[src/rtl/wire_arith_pkg.sv]
// Shared encodings and the width-generic add/sub helper for the wire arithmetic bank.
// The helper works on MAXW-bit words; callers zero-extend and keep the low WIDTH bits.
package wire_arith_pkg;

    localparam int MAXW = 32;

    typedef enum logic [1:0] {
        MODE_ADD = 2'b00,
        MODE_SUB = 2'b01,
        MODE_ACC = 2'b10,
        MODE_MUL = 2'b11
    } mode_e;

    typedef enum logic [1:0] {
        ST_IDLE = 2'b00,
        ST_RUN  = 2'b01,
        ST_DONE = 2'b10
    } state_e;

    typedef struct packed {
        logic            flag;
        logic [MAXW-1:0] val;
    } arith_t;

    // flag = carry out of bit w (add) or borrow (sub); val is wrapped or clamped
    function automatic arith_t arith_op(input logic [MAXW-1:0] x,
                                        input logic [MAXW-1:0] y,
                                        input logic            sub,
                                        input logic            sat,
                                        input int unsigned     w);
        logic [MAXW:0] one;
        logic [MAXW:0] mask;
        logic [MAXW:0] raw;
        arith_t        r;
        one    = (MAXW+1)'(1);
        mask   = (one << w) - one;
        raw    = sub ? ({1'b0, x} - {1'b0, y}) : ({1'b0, x} + {1'b0, y});
        r.flag = sub ? (x < y) : ((raw & ~mask) != '0);
        if (sat && r.flag)
            r.val = sub ? '0 : mask[MAXW-1:0];
        else
            r.val = raw[MAXW-1:0] & mask[MAXW-1:0];
        return r;
    endfunction

endpackage

[src/rtl/wire_arith_chan.sv]
// One arithmetic channel: continuous add/sub, triggered accumulate, and a
// repeated-add multiplier sequenced by a small IDLE/RUN/DONE FSM.
module wire_arith_chan
    import wire_arith_pkg::*;
#(
    parameter int WIDTH    = 16,
    parameter bit SATURATE = 1'b0
) (
    input  logic             clk_i,
    input  logic             rst_i,
    input  logic [WIDTH-1:0] a_i,
    input  logic [WIDTH-1:0] b_i,
    input  logic [1:0]       mode_i,
    input  logic             start_i,
    input  logic             clear_i,
    output logic [WIDTH-1:0] result_o,
    output logic             busy_o,
    output logic             done_o,
    output logic             ovf_o
);

    state_e           state_q, state_d;
    logic [WIDTH-1:0] result_q, result_d;
    logic [WIDTH-1:0] acc_q, acc_d;
    logic [WIDTH-1:0] a_q, a_d;
    logic [WIDTH-1:0] cnt_q, cnt_d;
    logic             ovf_q, ovf_d;
    logic             done_q, done_d;

    mode_e            md;
    logic [WIDTH-1:0] opx, opy;
    logic             opsub;
    arith_t           ar;
    logic [WIDTH-1:0] sum;
    logic [MAXW-1:0]  unused_val;

    assign md = mode_e'(mode_i);

    // One shared adder: the FSM owns it while busy, otherwise the live mode does
    always_comb begin
        opx   = a_i;
        opy   = b_i;
        opsub = 1'b0;
        if (state_q != ST_IDLE) begin
            opx = acc_q;
            opy = a_q;
        end else if (md == MODE_ACC) begin
            opx = result_q;
            opy = a_i;
        end else begin
            opsub = (md == MODE_SUB);
        end
    end

    assign ar         = arith_op(MAXW'(opx), MAXW'(opy), opsub, SATURATE, WIDTH);
    assign sum        = ar.val[WIDTH-1:0];
    assign unused_val = ar.val;

    always_comb begin
        state_d  = state_q;
        result_d = result_q;
        acc_d    = acc_q;
        a_d      = a_q;
        cnt_d    = cnt_q;
        ovf_d    = ovf_q;
        done_d   = 1'b0;
        if (clear_i) begin
            state_d  = ST_IDLE;
            result_d = '0;
            acc_d    = '0;
            ovf_d    = 1'b0;
        end else begin
            case (state_q)
                ST_IDLE: begin
                    case (md)
                        MODE_ADD, MODE_SUB: begin
                            result_d = sum;
                            ovf_d    = ovf_q | ar.flag;
                        end
                        MODE_ACC: if (start_i) begin
                            result_d = sum;
                            ovf_d    = ovf_q | ar.flag;
                            done_d   = 1'b1;
                        end
                        MODE_MUL: if (start_i) begin
                            a_d     = a_i;
                            cnt_d   = b_i;
                            acc_d   = '0;
                            state_d = ST_RUN;
                        end
                        default: ;
                    endcase
                end
                ST_RUN: begin
                    if (cnt_q == '0) begin
                        result_d = acc_q;
                        state_d  = ST_DONE;
                    end else begin
                        acc_d = sum;
                        ovf_d = ovf_q | ar.flag;
                        cnt_d = cnt_q - 1'b1;
                    end
                end
                ST_DONE: state_d = ST_IDLE;
                default: state_d = ST_IDLE;
            endcase
        end
    end

    always_ff @(posedge clk_i) begin
        if (rst_i) begin
            state_q  <= ST_IDLE;
            result_q <= '0;
            acc_q    <= '0;
            a_q      <= '0;
            cnt_q    <= '0;
            ovf_q    <= 1'b0;
            done_q   <= 1'b0;
        end else begin
            state_q  <= state_d;
            result_q <= result_d;
            acc_q    <= acc_d;
            a_q      <= a_d;
            cnt_q    <= cnt_d;
            ovf_q    <= ovf_d;
            done_q   <= done_d;
        end
    end

    assign result_o = result_q;
    assign busy_o   = (state_q != ST_IDLE);
    assign done_o   = done_q | (state_q == ST_DONE);
    assign ovf_o    = ovf_q;

endmodule

[src/rtl/wire_arith_bank.sv]
// Bank of NCH independent arithmetic channels between host wire/trigger endpoints.
// Channel k owns bits [k*WIDTH +: WIDTH] of the operand and result buses.
module wire_arith_bank
    import wire_arith_pkg::*;
#(
    parameter int NCH      = 2,
    parameter int WIDTH    = 16,
    parameter int SATURATE = 0
) (
    input  logic                 ti_clk,
    input  logic                 rst,
    input  logic [NCH*WIDTH-1:0] op_a,
    input  logic [NCH*WIDTH-1:0] op_b,
    input  logic [NCH*2-1:0]     mode,
    input  logic [NCH-1:0]       trig_start,
    input  logic [NCH-1:0]       trig_clear,
    output logic [NCH*WIDTH-1:0] result,
    output logic [NCH-1:0]       busy,
    output logic [NCH-1:0]       done,
    output logic [NCH-1:0]       ovf
);

    for (genvar k = 0; k < NCH; k++) begin : g_ch
        wire_arith_chan #(
            .WIDTH    (WIDTH),
            .SATURATE (SATURATE != 0)
        ) u_chan (
            .clk_i    (ti_clk),
            .rst_i    (rst),
            .a_i      (op_a[k*WIDTH +: WIDTH]),
            .b_i      (op_b[k*WIDTH +: WIDTH]),
            .mode_i   (mode[k*2 +: 2]),
            .start_i  (trig_start[k]),
            .clear_i  (trig_clear[k]),
            .result_o (result[k*WIDTH +: WIDTH]),
            .busy_o   (busy[k]),
            .done_o   (done[k]),
            .ovf_o    (ovf[k])
        );
    end

endmodule

[config.mk]
export PLATFORM = sky130hd
export DESIGN_NAME = wire_arith_bank
export DESIGN_NICKNAME = d
export VERILOG_FILES = /design/src/rtl/wire_arith_pkg.sv /design/src/rtl/wire_arith_chan.sv /design/src/rtl/wire_arith_bank.sv
export SDC_FILE = /design/constraint.sdc
export NUM_CORES = 1
export LEC_CHECK = 0
export CELL_PAD_IN_SITES_DETAIL_PLACEMENT = 0
export CELL_PAD_IN_SITES_GLOBAL_PLACEMENT = 2
export CORE_ASPECT_RATIO = 0.75
export CORE_MARGIN = 1.5
export CORE_UTILIZATION = 30
export DETAILED_ROUTE_END_ITERATION = 16
export PLACE_DENSITY = 0.86
export SLEW_MARGIN = 20
export SYNTH_ARGS = -nofsm -noshare
export SYNTH_HDL_FRONTEND = slang
export SYNTH_SLANG_ARGS = --single-unit
[constraint.sdc]
create_clock -name ti_clk -period 3.6 [get_ports ti_clk]
set_input_delay 0.36 -clock ti_clk [delete_from_list [all_inputs] [get_ports ti_clk]]
set_output_delay 0.36 -clock ti_clk [all_outputs]
set_load 0.02 [all_outputs]
## After elaboration in Yosys (flattened, before gate mapping)

Index checks and enable logic that the tools add are counted.

- Add/subtract/negate cells: 6
- $lt $le $gt $ge: 2
- Equal/unequal tests: 22
- Multiplexer cells: 58
- Bitwise logic cells: 10
- Reduce and logical (&&, ||, !) cells: 30

Operators by type and width:

| cell | number |
|---|---|
| $mux W16 | 24 |
| $pmux W16 S2 | 8 |
| $mux W33 | 2 |
| $reduce_bool A33 Y1 | 2 |
| $add A16 B16 Y17 | 2 |
| $sub A16 B16 Y17 | 2 |
| $logic_not A16 Y1 | 2 |
| $lt A16 B16 Y1 | 2 |
| $reduce_and A4 Y1 | 8 |
| $sub A16 B1 Y16 const B | 2 |
| $eq A2 B2 Y1 const B | 6 |
| $mux W1 | 12 |
| $mux W2 | 6 |
| $ne A2 B2 Y1 const B | 6 |
| $reduce_and A5 Y1 | 2 |
| $eq A2 B1 Y1 const B | 4 |
| $logic_not A2 Y1 | 4 |
| $pmux W1 S2 | 4 |
| $pmux W2 S2 | 2 |
| $reduce_bool A2 Y1 | 4 |
| $reduce_or A2 Y1 | 4 |
| $reduce_or A4 Y1 | 2 |
| $ne A3 B2 Y1 const B | 2 |
| $ne A3 B3 Y1 const B | 2 |
| other kinds (4) | 14 |

- Register bits: 136
- Output and inout port bits: 38
- Logic and storage cells: 142

## Logic depth before layout (Yosys ltp)

Gate-level depths: netlist of run 1.

- Depth after elaboration: 11
- Depth in mapped cells: 19
- Depth with buffers taken out: 17

## Modules after synthesis

From an unflattened synthesis of run 1, not the netlist that was laid out.

- Cell total of the unflattened synthesis: 1574
- Area, all modules: 11223.3 um2

By module, submodules not included:

| module | times used | cells an instance | area an instance (um2) |
|---|---|---|---|
| wire_arith_chan at g_ch[1].u_chan | 1 | 796 | 5655.4 |
| wire_arith_chan at g_ch[0].u_chan | 1 | 778 | 5567.8 |

## Least setup slack after synthesis of run 1

Ideal clock, no wire load.

- Path type: input -> register
- Start point: in mode[2]
- End point: reg g_ch[1].u_chan.result_q[11]
- Arrival time: 3694 ps
- Required time: 3478 ps
- Path slack: -216 ps
- Cell stages on the path: 16
- Path buffers: 4
- Cell sequence: nand2b_1 -> clkbuf_1 -> clkbuf_1 -> clkbuf_1 -> nand2_1 -> a31oi_1 -> ha_1 -> clkbuf_1 -> or4_1 -> o311ai_0 -> a21oi_1 -> or2_1 -> o211ai_1 -> o21ai_1 -> xnor2_1 -> o311a_1

- Cells in the longest elaborated chain, start to end: 8
- Elaborated cells on any way between the ends: 19

Ends and longest elaborated chain:

| what | RTL line | RTL |
|---|---|---|
| start: declaration | wire_arith_bank.sv:14 | `input logic [NCH*2-1:0] mode,` |
| $eq A2 B2 Y1 | wire_arith_chan.sv:47, wire_arith_chan.sv:75 |  |
| $mux W16 | wire_arith_chan.sv:47 | `end else if (md == MODE_ACC) begin` |
| $mux W16 | wire_arith_chan.sv:44 | `if (state_q != ST_IDLE) begin` |
| $add A16 B16 Y17 or $sub A16 B16 Y17 (tied branches) | wire_arith_pkg.sv:37 | `raw = sub ? ({1'b0, x} - {1'b0, y}) : ({1'b0, x} + {1'b0, y});` |
| $mux W33 | wire_arith_pkg.sv:37 |  |
| $mux W16 | wire_arith_chan.sv:80 | `MODE_ACC: if (start_i) begin` |
| $pmux W16 S2 | wire_arith_chan.sv:75 | `case (md)` |
| $pmux W16 S2 | wire_arith_chan.sv:73 | `case (state_q)` |
| end signal: assignment | wire_arith_chan.sv:121 | `result_q <= result_d;` |
| end: declaration | wire_arith_chan.sv:23 | `logic [WIDTH-1:0] result_q, result_d;` |

Several ways; a longest one is shown, not always the timed one. The select of a mux whose other input is x is not followed.
A chain may end at the register's enable or synchronous reset.

## Worst setup path after layout of run 1

- Start point: reg g_ch[0].u_chan.state_q[1]
- End point: reg g_ch[0].u_chan.acc_q[14]

- Cells in the longest elaborated chain, start to end: 6
- Elaborated cells on any way between the ends: 16

Ends and longest elaborated chain:

| what | RTL line | RTL |
|---|---|---|
| start: declaration | wire_arith_chan.sv:22 | `state_e state_q, state_d;` |
| start signal: assignment | wire_arith_chan.sv:120 | `state_q <= state_d;` |
| $reduce_bool A2 Y1 | wire_arith_chan.sv:44 |  |
| $mux W16 | wire_arith_chan.sv:44 |  |
| $add A16 B16 Y17 or $sub A16 B16 Y17 (tied branches) | wire_arith_pkg.sv:37 |  |
| $mux W33 | wire_arith_pkg.sv:37 |  |
| $mux W16 | wire_arith_chan.sv:95 | `if (cnt_q == '0) begin` |
| $pmux W16 S2 | wire_arith_chan.sv:73 |  |
| end signal: assignment | wire_arith_chan.sv:114 | `acc_q <= '0;` |
| end signal: assignment | wire_arith_chan.sv:122 | `acc_q <= acc_d;` |
| end: declaration | wire_arith_chan.sv:24 | `logic [WIDTH-1:0] acc_q, acc_d;` |

Several ways; a longest one is shown, not always the timed one. The select of a mux whose other input is x is not followed.

==> out/metrics.csv, run 1 <==
metric;value;unit
synth.area.top_cells;dfxtp_1 (26%), ha_1 (8.0%), nand2_1 (8.0%), o21ai_0 (7.0%), mux2i_1 (6.3%);
final-setup-viol-count;0;
path_clk_slew;60;ps
ys_seq_elements;136;
drive_gt1_share;20.1;%
grt_use_total;22.4;%
grt.overflow.total;0;
synth_top_area_share;25.7;%
start_kind;flip-flop;
min_path_type;in -> reg;
ys_seq_area_share;25.7;%
placed_area;13700;sq um
layout_common_cells;buf_4 (237), nand2_1 (225), nor2_1 (148);
worst-slew-pin-transition;895;ps
yosysTopAreaCell;dfxtp_1;
grt_pass1_wl;63300;um
crit_path_frequent_cell;o21ai_0;
port_buffers;111;
area_growth;38.7;%
max_cap_viol_count;0;
num_vias;11900;
core_area;34800;sq um
stdcell_count;2235;
antenna_found_initial;0;
start_util;30.5;%
p_total;5790;uW
root_buffer;clkbuf_16;
holdWs;313;ps
die_h;166;um
syn_nets;1631;
drtIter0Drc;1041;
clock-sinks;136;
fmax;286;MHz
ys.flop_type;dfxtp_1;
netlist_area;10600;sq um
critical_path_class;reg -> reg;
path_cells;nor2_2, inv_4, buf_12, o21ai_0, ha_2, nor2_1, o21ai_0, a21oi_1, a311oi_2, buf_4, or4_1, a211oi_2, a211oi_2, xor2_1, o21ai_0;
fin_crit;3500;ps
endpoint_kind;flip-flop;
required;3900;ps
avgSynthCellArea;7.12;sq um
cts_tree;done;
die-area;36500;sq um
h-tree-depth;4;
routed_wl;41300;um
worstPathMaxFanout;27;
postCtsHoldBufs;0;
synthCells;1489;
fp-row-count;59;
hold_viol_final;0;
leakagePower;0.00629;uW
skew;7.66;ps
synth.distinct_cells;75;
synth_edf_count;0;
grt_max_degree;33;
cp_slowest_cell;or4_1;
post_drt_wl_per_cell;18.5;um
pin_count;112;
ys_async_sr_fraction;0;%
ys_warn_count;0;
dp_hpwl;31700;um
final_common_cell;buf_4;
die_x;220;um
antenna_left;0;
final_area;14700;sq um
drc;0;
critPathMaxStageDelay;450;ps
max_slew_margin;40.1;%
finalCritPeriodShare;97.1;%
ir_drop;0.000217;V
crit_buf_inv;3;
cp_top_family;compound AO/OA/AOI/OAI gates;
status;finished clean;
via_per_inst;5.34;
nets;1909;
clk_latency;440;ps
drv_slew;0;
place_inst;2193;
clk_path_buf_depth;2;
fill_cells;3557;
critPathArrivalTime;3800;ps
cts_buffers;17;
routabilityCongestion;0.952;
dr.pass1.iters;5;
grt_pass1_vias;11100;
n_antenna_cell;0;
power_density;394;nW/um^2
-- per-stage QoR --
stage          util (%)  worst slack [ps]  TNS [ps]
3_3_place_gp       39.4              -565    -13780
5_1_grt            42.3             -10.9     -23.7
4_1_cts            41.3              12.5         0
2_1_floorplan         -              13.2         0
6_report           42.3               104         0
3_5_place_dp       39.4              -677    -16830
-- worst register-to-register path, cell delays in order, from the launching register on --
cell and delay [ps]:
dfxtp_1 330, nor2_2 180, inv_4 120, buf_12 180, o21ai_0 320, ha_2 410, nor2_1 150, o21ai_0 110
a21oi_1 220, a311oi_2 80, buf_4 180, or4_1 450, a211oi_2 240, a211oi_2 80, xor2_1 230, o21ai_0 110
-- power breakdown --
| part | internal [uW] | leakage, uW | switching, uW |
|---|---|---|---|
| combinational | 1080 | 0.00490 | 1250 |
| sequential | 1570 | 0.00110 | 51.8 |
| clock | 1110 | 0.000285 | 727 |
-- area by class of cell --
type	count	area, sq um	share of cell area [%]
Sequential cell	136	2720	18.5
Multi-Input combinational cell	1180	7500	51.0
Tap cell	457	572	3.89
Clock inverter	9	125	0.851
Clock buffer	21	460	3.13
Timing Repair Buffer	357	3040	20.7
Inverter	75	284	1.93
-- layer usage --
metal | wire length (um) | vias to the layer above | share of wire (%) | track usage [%]
li1 | - | 5844 | - | -
met1 | 21800 | 5676 | 53 | 35.7
met2 | 16000 | 387 | 39 | 29.3
met3 | 3070 | 27 | 7.4 | 5.53
met4 | 471 | 0 | 1.1 | 4.91
met5 | 0 | - | 0 | 0
-- cell usage after synthesis, drive strengths merged (3+ instances only) --
library cell and n:
ha 68, xor2 4, or3 9, inv 75
a21o 21, nor3b 7, clkbuf 82, a221oi 4
a21oi 117, o21ai 153, a31oi 33, o21a 11
o211ai 12, a221o 4, or2 10, o21bai 6
nand2b 17, a22oi 21, nand3b 5, mux2i 67
a2111oi 4, and3 6, nand4 9, nand3 29
nand2 225, and2 10, or4 9, a211oi 22
nor2 154, nor4 11, nor3 27, xnor2 26
o32ai 4, dfxtp 136, nor2b 5, o31ai 12
a211o 5, a41oi 3, a31o 5, o311ai 5
o22ai 7, a311oi 8, buf 16
-- kinds of logic after synthesis --
family / synth area share [%]
multiplexers: 6.33
flip-flops: 25.7
AO/OA/AOI/OAI: 28.1
AND/OR/NAND/NOR: 22.8
XOR/XNOR: 2.48
buffers and inverters: 6.47
adder cells (fa/ha/maj): 8.12
-- state kept, by name, indices dropped and copies added, names as in the netlist --
register and cells:
g_ch.u_chan.a_q 32, g_ch.u_chan.acc_q 32, g_ch.u_chan.cnt_q 32, g_ch.u_chan.result_o 32
g_ch.u_chan.state_q 4, g_ch.u_chan.done_q 2, g_ch.u_chan.ovf_o 2
-- final timing paths --
| kind | startpoint | to | slack, ps | depth (start not counted) |
|---|---|---|---|---|
| setup / recovery | g_ch[0].u_chan.state_q[1]$_SDFFE_PP0P_ | g_ch[0].u_chan.acc_q[14]$_SDFFE_PP0P_ | 100 | 15 |
| hold / removal | rst | g_ch[1].u_chan.cnt_q[3]$_SDFFE_PP0P_ | 310 | 2 |
| setup reg to reg | g_ch[0].u_chan.state_q[1]$_SDFFE_PP0P_ | g_ch[0].u_chan.acc_q[14]$_SDFFE_PP0P_ | 100 | 15 |
| hold reg to reg | g_ch[0].u_chan.a_q[10]$_SDFFE_PP0P_ | g_ch[0].u_chan.a_q[10]$_SDFFE_PP0P_ | 450 | 2 |
-- repair_timing --
| item | 4_1_cts | 5_1_grt |
|---|---|---|
| endpoints found under the setup margin | 14 | 30 |
| pin swaps | 2 | 8 |
| setup buffers | 1 | 11 |
| resized for setup | 16 | 63 |
Power figures use the tool's default switching activity.
==> inputs of run 2 (changes only) <==
CORE_MARGIN = 1   (was 1.5)
SETUP_SLACK_MARGIN = 0.2   (was not set)
==> run 2 against run 1 <==
Maximum frequency increased by 5.8%. Non-clock buffer count decreased by 2. Sequential cell count unchanged. Critical path type unchanged. Clock-buffer cell count decreased by 4. Register-to-register slack improved by 190 ps. Wire length increased by 0.23%. Critical path depth increased by 1. Die area decreased by 1.1%. Core utilization increased by 0.74 points. Combinational power increased by 2%. Worst setup slack improved by 190 ps.
==> out/metrics.csv, run 2 (synthesis results as in run 1) <==
metric;value;unit;change
cp_slowest_cell;maj3_1;;was or4_1
die-area;36100;sq um;was 36,500 sq um
drive_gt1_share;21.8;%;was 20.1%
post_drt_wl_per_cell;18.5;um;about the same
fp-row-count;59;;unchanged
routed_wl;41400;um;was 41,300 um
cts_buffers;17;;unchanged
endpoint_kind;flip-flop;;unchanged
antenna_left;0;;unchanged
grt.overflow.total;0;;unchanged
start_kind;flip-flop;;unchanged
ff2ff_setup_slack;300;ps;was 100 ps
clk_latency;460;ps;was 440 ps
grt_pass1_wl;63100;um;was 63,300 um
status;finished clean;;unchanged
worstPathMaxFanout;10;;was 27
place_inst;2183;;was 2,193
skew;12.3;ps;was 7.66 ps
ir_drop;0.000262;V;was 0.000217 V
r2r-start;g_ch[1].u_chan.state_q[0]$_SDFFE_PP0P_;;was g_ch[0].u_chan.state_q[1]$_SDFFE_PP0P_
final_common_cell;buf_4;;unchanged
leakagePower;0.00633;uW;was 0.00629 uW
setup_tns;0;ps;unchanged
stdcell_count;2236;;was 2,235
start_util;30.5;%;unchanged
area_growth;41.1;%;was 38.7%
via_per_inst;5.35;;was 5.34
core_area;34800;sq um;unchanged
grt_pass1_vias;10800;;was 11,100
dp_slack;-639;ps;was -677 ps
power_density;391;nW/um^2;was 394 nW/um^2
crit_buf_inv;4;;was 3
port_buffers;111;;unchanged
max_cap_viol_count;0;;unchanged
n_antenna_cell;0;;unchanged
min_path_type;in -> reg;;unchanged
worst-slew-pin-transition;936;ps;was 895 ps
pin_count;112;;unchanged
critical_path_class;reg -> reg;;unchanged
die_h;165;um;was 166 um
regArea;2730;sq um;was 2720 sq um
drtIter0Drc;1065;;was 1,041
grt_setup_unrepaired;true;;
fill_cells;3546;;was 3,557
p_total;5860;uW;was 5790 uW
holdPathStages;2;;unchanged
drv_slew;0;;unchanged
root_buffer;clkbuf_16;;unchanged
grt_use_total;22.8;%;was 22.4%
max_slew_margin;37.4;%;was 40.1%
hold_start;rst;;unchanged
dr.pass1.iters;5;;unchanged
required;3940;ps;was 3900 ps
whs_endpoint;g_ch[1].u_chan.a_q[1]$_SDFFE_PP0P_;;was g_ch[1].u_chan.cnt_q[3]$_SDFFE_PP0P_
path_cells;nor2_4, buf_12, a31oi_1, buf_4, ha_1, maj3_1, a31o_2, a41oi_2, buf_4, buf_12, o21ai_2, a21o_1, a21oi_1, o21ai_1, xnor2_1, o311a_1;;was nor2_2, inv_4, buf_12, o21ai_0, ha_2, nor2_1, o21ai_0, a21oi_1, a311oi_2, buf_4, or4_1, a211oi_2, a211oi_2, xor2_1, o21ai_0
multi_input_area;7680;sq um;was 7500 sq um
final-setup-viol-count;0;;unchanged
antenna_found_initial;0;;unchanged
clk_path_buf_depth;2;;unchanged
fin_ws;297;ps;was 104 ps
critPathArrivalTime;3640;ps;was 3800 ps
layout_common_cells;buf_4 (230), nand2_1 (225), nor2_1 (147);;was buf_4 (237), nand2_1 (225), nor2_1 (148)
cts_tree;done;;unchanged
cp_top_family;compound AO/OA/AOI/OAI gates;;unchanged
h-tree-depth;4;;unchanged
clock-sinks;136;;unchanged
hold_viol_final;0;;unchanged
fin_crit;3300;ps;was 3500 ps
fmax;303;MHz;was 286 MHz
critPathMaxStageDelay;350;ps;was 450 ps
finalCritPeriodShare;91.7;%;was 97.1%
drc;0;;unchanged
holdWs;401;ps;was 313 ps
die_x;219;um;was 220 um
r2r_cells;16;;was 15
num_vias;12000;;was 11,900
nets;1908;;was 1,909
path_clk_slew;70;ps;was 60 ps
grt_max_degree;34;;was 33
dp_hpwl;31400;um;was 31,700 um
postCtsHoldBufs;0;;unchanged
routabilityCongestion;0.923;;was 0.952
r2r_end;g_ch[1].u_chan.result_o[11]$_SDFFE_PP0P_;;was g_ch[0].u_chan.acc_q[14]$_SDFFE_PP0P_
==> run 2: changes by cell type in the layout (fill, tap and decap cells not counted), moves of 4 or more <==
cell	before	now
a31oi_2	5	1
buf_4	237	230
clkinv_2	4	0
clkinv_4	0	4
ha_1	62	58
ha_4	2	7
inv_6	0	6
o21ai_0	135	113
o21ai_1	16	30
o21ai_2	2	10
==> run 2: worst max-delay path by stage <==
stage	from	endpoint	depth (start not counted)
finish	g_ch[1].u_chan.state_q[0]$_SDFFE_PP0P_	g_ch[1].u_chan.result_o[11]$_SDFFE_PP0P_	16
global route	g_ch[1].u_chan.state_q[0]$_SDFFE_PP0P_	g_ch[1].u_chan.result_o[7]$_SDFFE_PP0P_	16
CTS	mode[0]	g_ch[0].u_chan.result_o[13]$_SDFFE_PP0P_	16
detailed placement	mode[0]	g_ch[0].u_chan.result_o[13]$_SDFFE_PP0P_	16
global placement	mode[0]	g_ch[0].u_chan.result_o[13]$_SDFFE_PP0P_	16
floorplan	mode[2]	g_ch[1].u_chan.result_o[11]$_SDFFE_PP0P_	16
==> run 2: what timing repair did <==
item | CTS | global route
hold endpoints to repair | 0 | 0
pin swaps | 14 | 30
setup buffers | 13 | 5
gates cloned | 0 | 3
setup endpoints to repair | 27 | 34
resized for setup | 67 | 76
==> run 2: stage by stage <==
stage               instance area, sq um  util, %
global placement                   13700     39.3
global route                       15000     43.0
floorplan                          10600        -
finish                             15000     43.0
CTS                                14600     42.0
detailed placement                 13700     39.3
==> run 2: metal layers <==
layer / wire length (um) / GRT usage [%]
met3: 2110 / 3.74
met4: 244 / 4.20
met2: 16000 / 30.4
met1: 23100 / 37.1
met5: 0 / 0
==> run 2: cell type report <==
class                      count  area share, %
sequential                   136           18.2
tap                          457           3.82
inverter                      75           1.93
clock buffer                  17           2.84
clock inverter                15           1.13
multi-input combinational   1181           51.4
timing repair buffer         355           20.7
==> run 2: worst reg2reg max path, cell delays in order, from the launching register on <==
cell and delay [ps]:
dfxtp_2 330, nor2_4 210, buf_12 170, a31oi_1 120
buf_4 160, ha_1 180, maj3_1 350, a31o_2 260
a41oi_2 200, buf_4 170, buf_12 100, o21ai_2 100
a21o_1 200, a21oi_1 130, o21ai_1 80, xnor2_1 170
o311a_1 290
==> run 2: power by group <==
group          internal [uW]  leakage, uW  switching (uW)
Combinational           1110      0.00494            1270
Clock                   1030     0.000277             827
Sequential              1560      0.00110            52.1
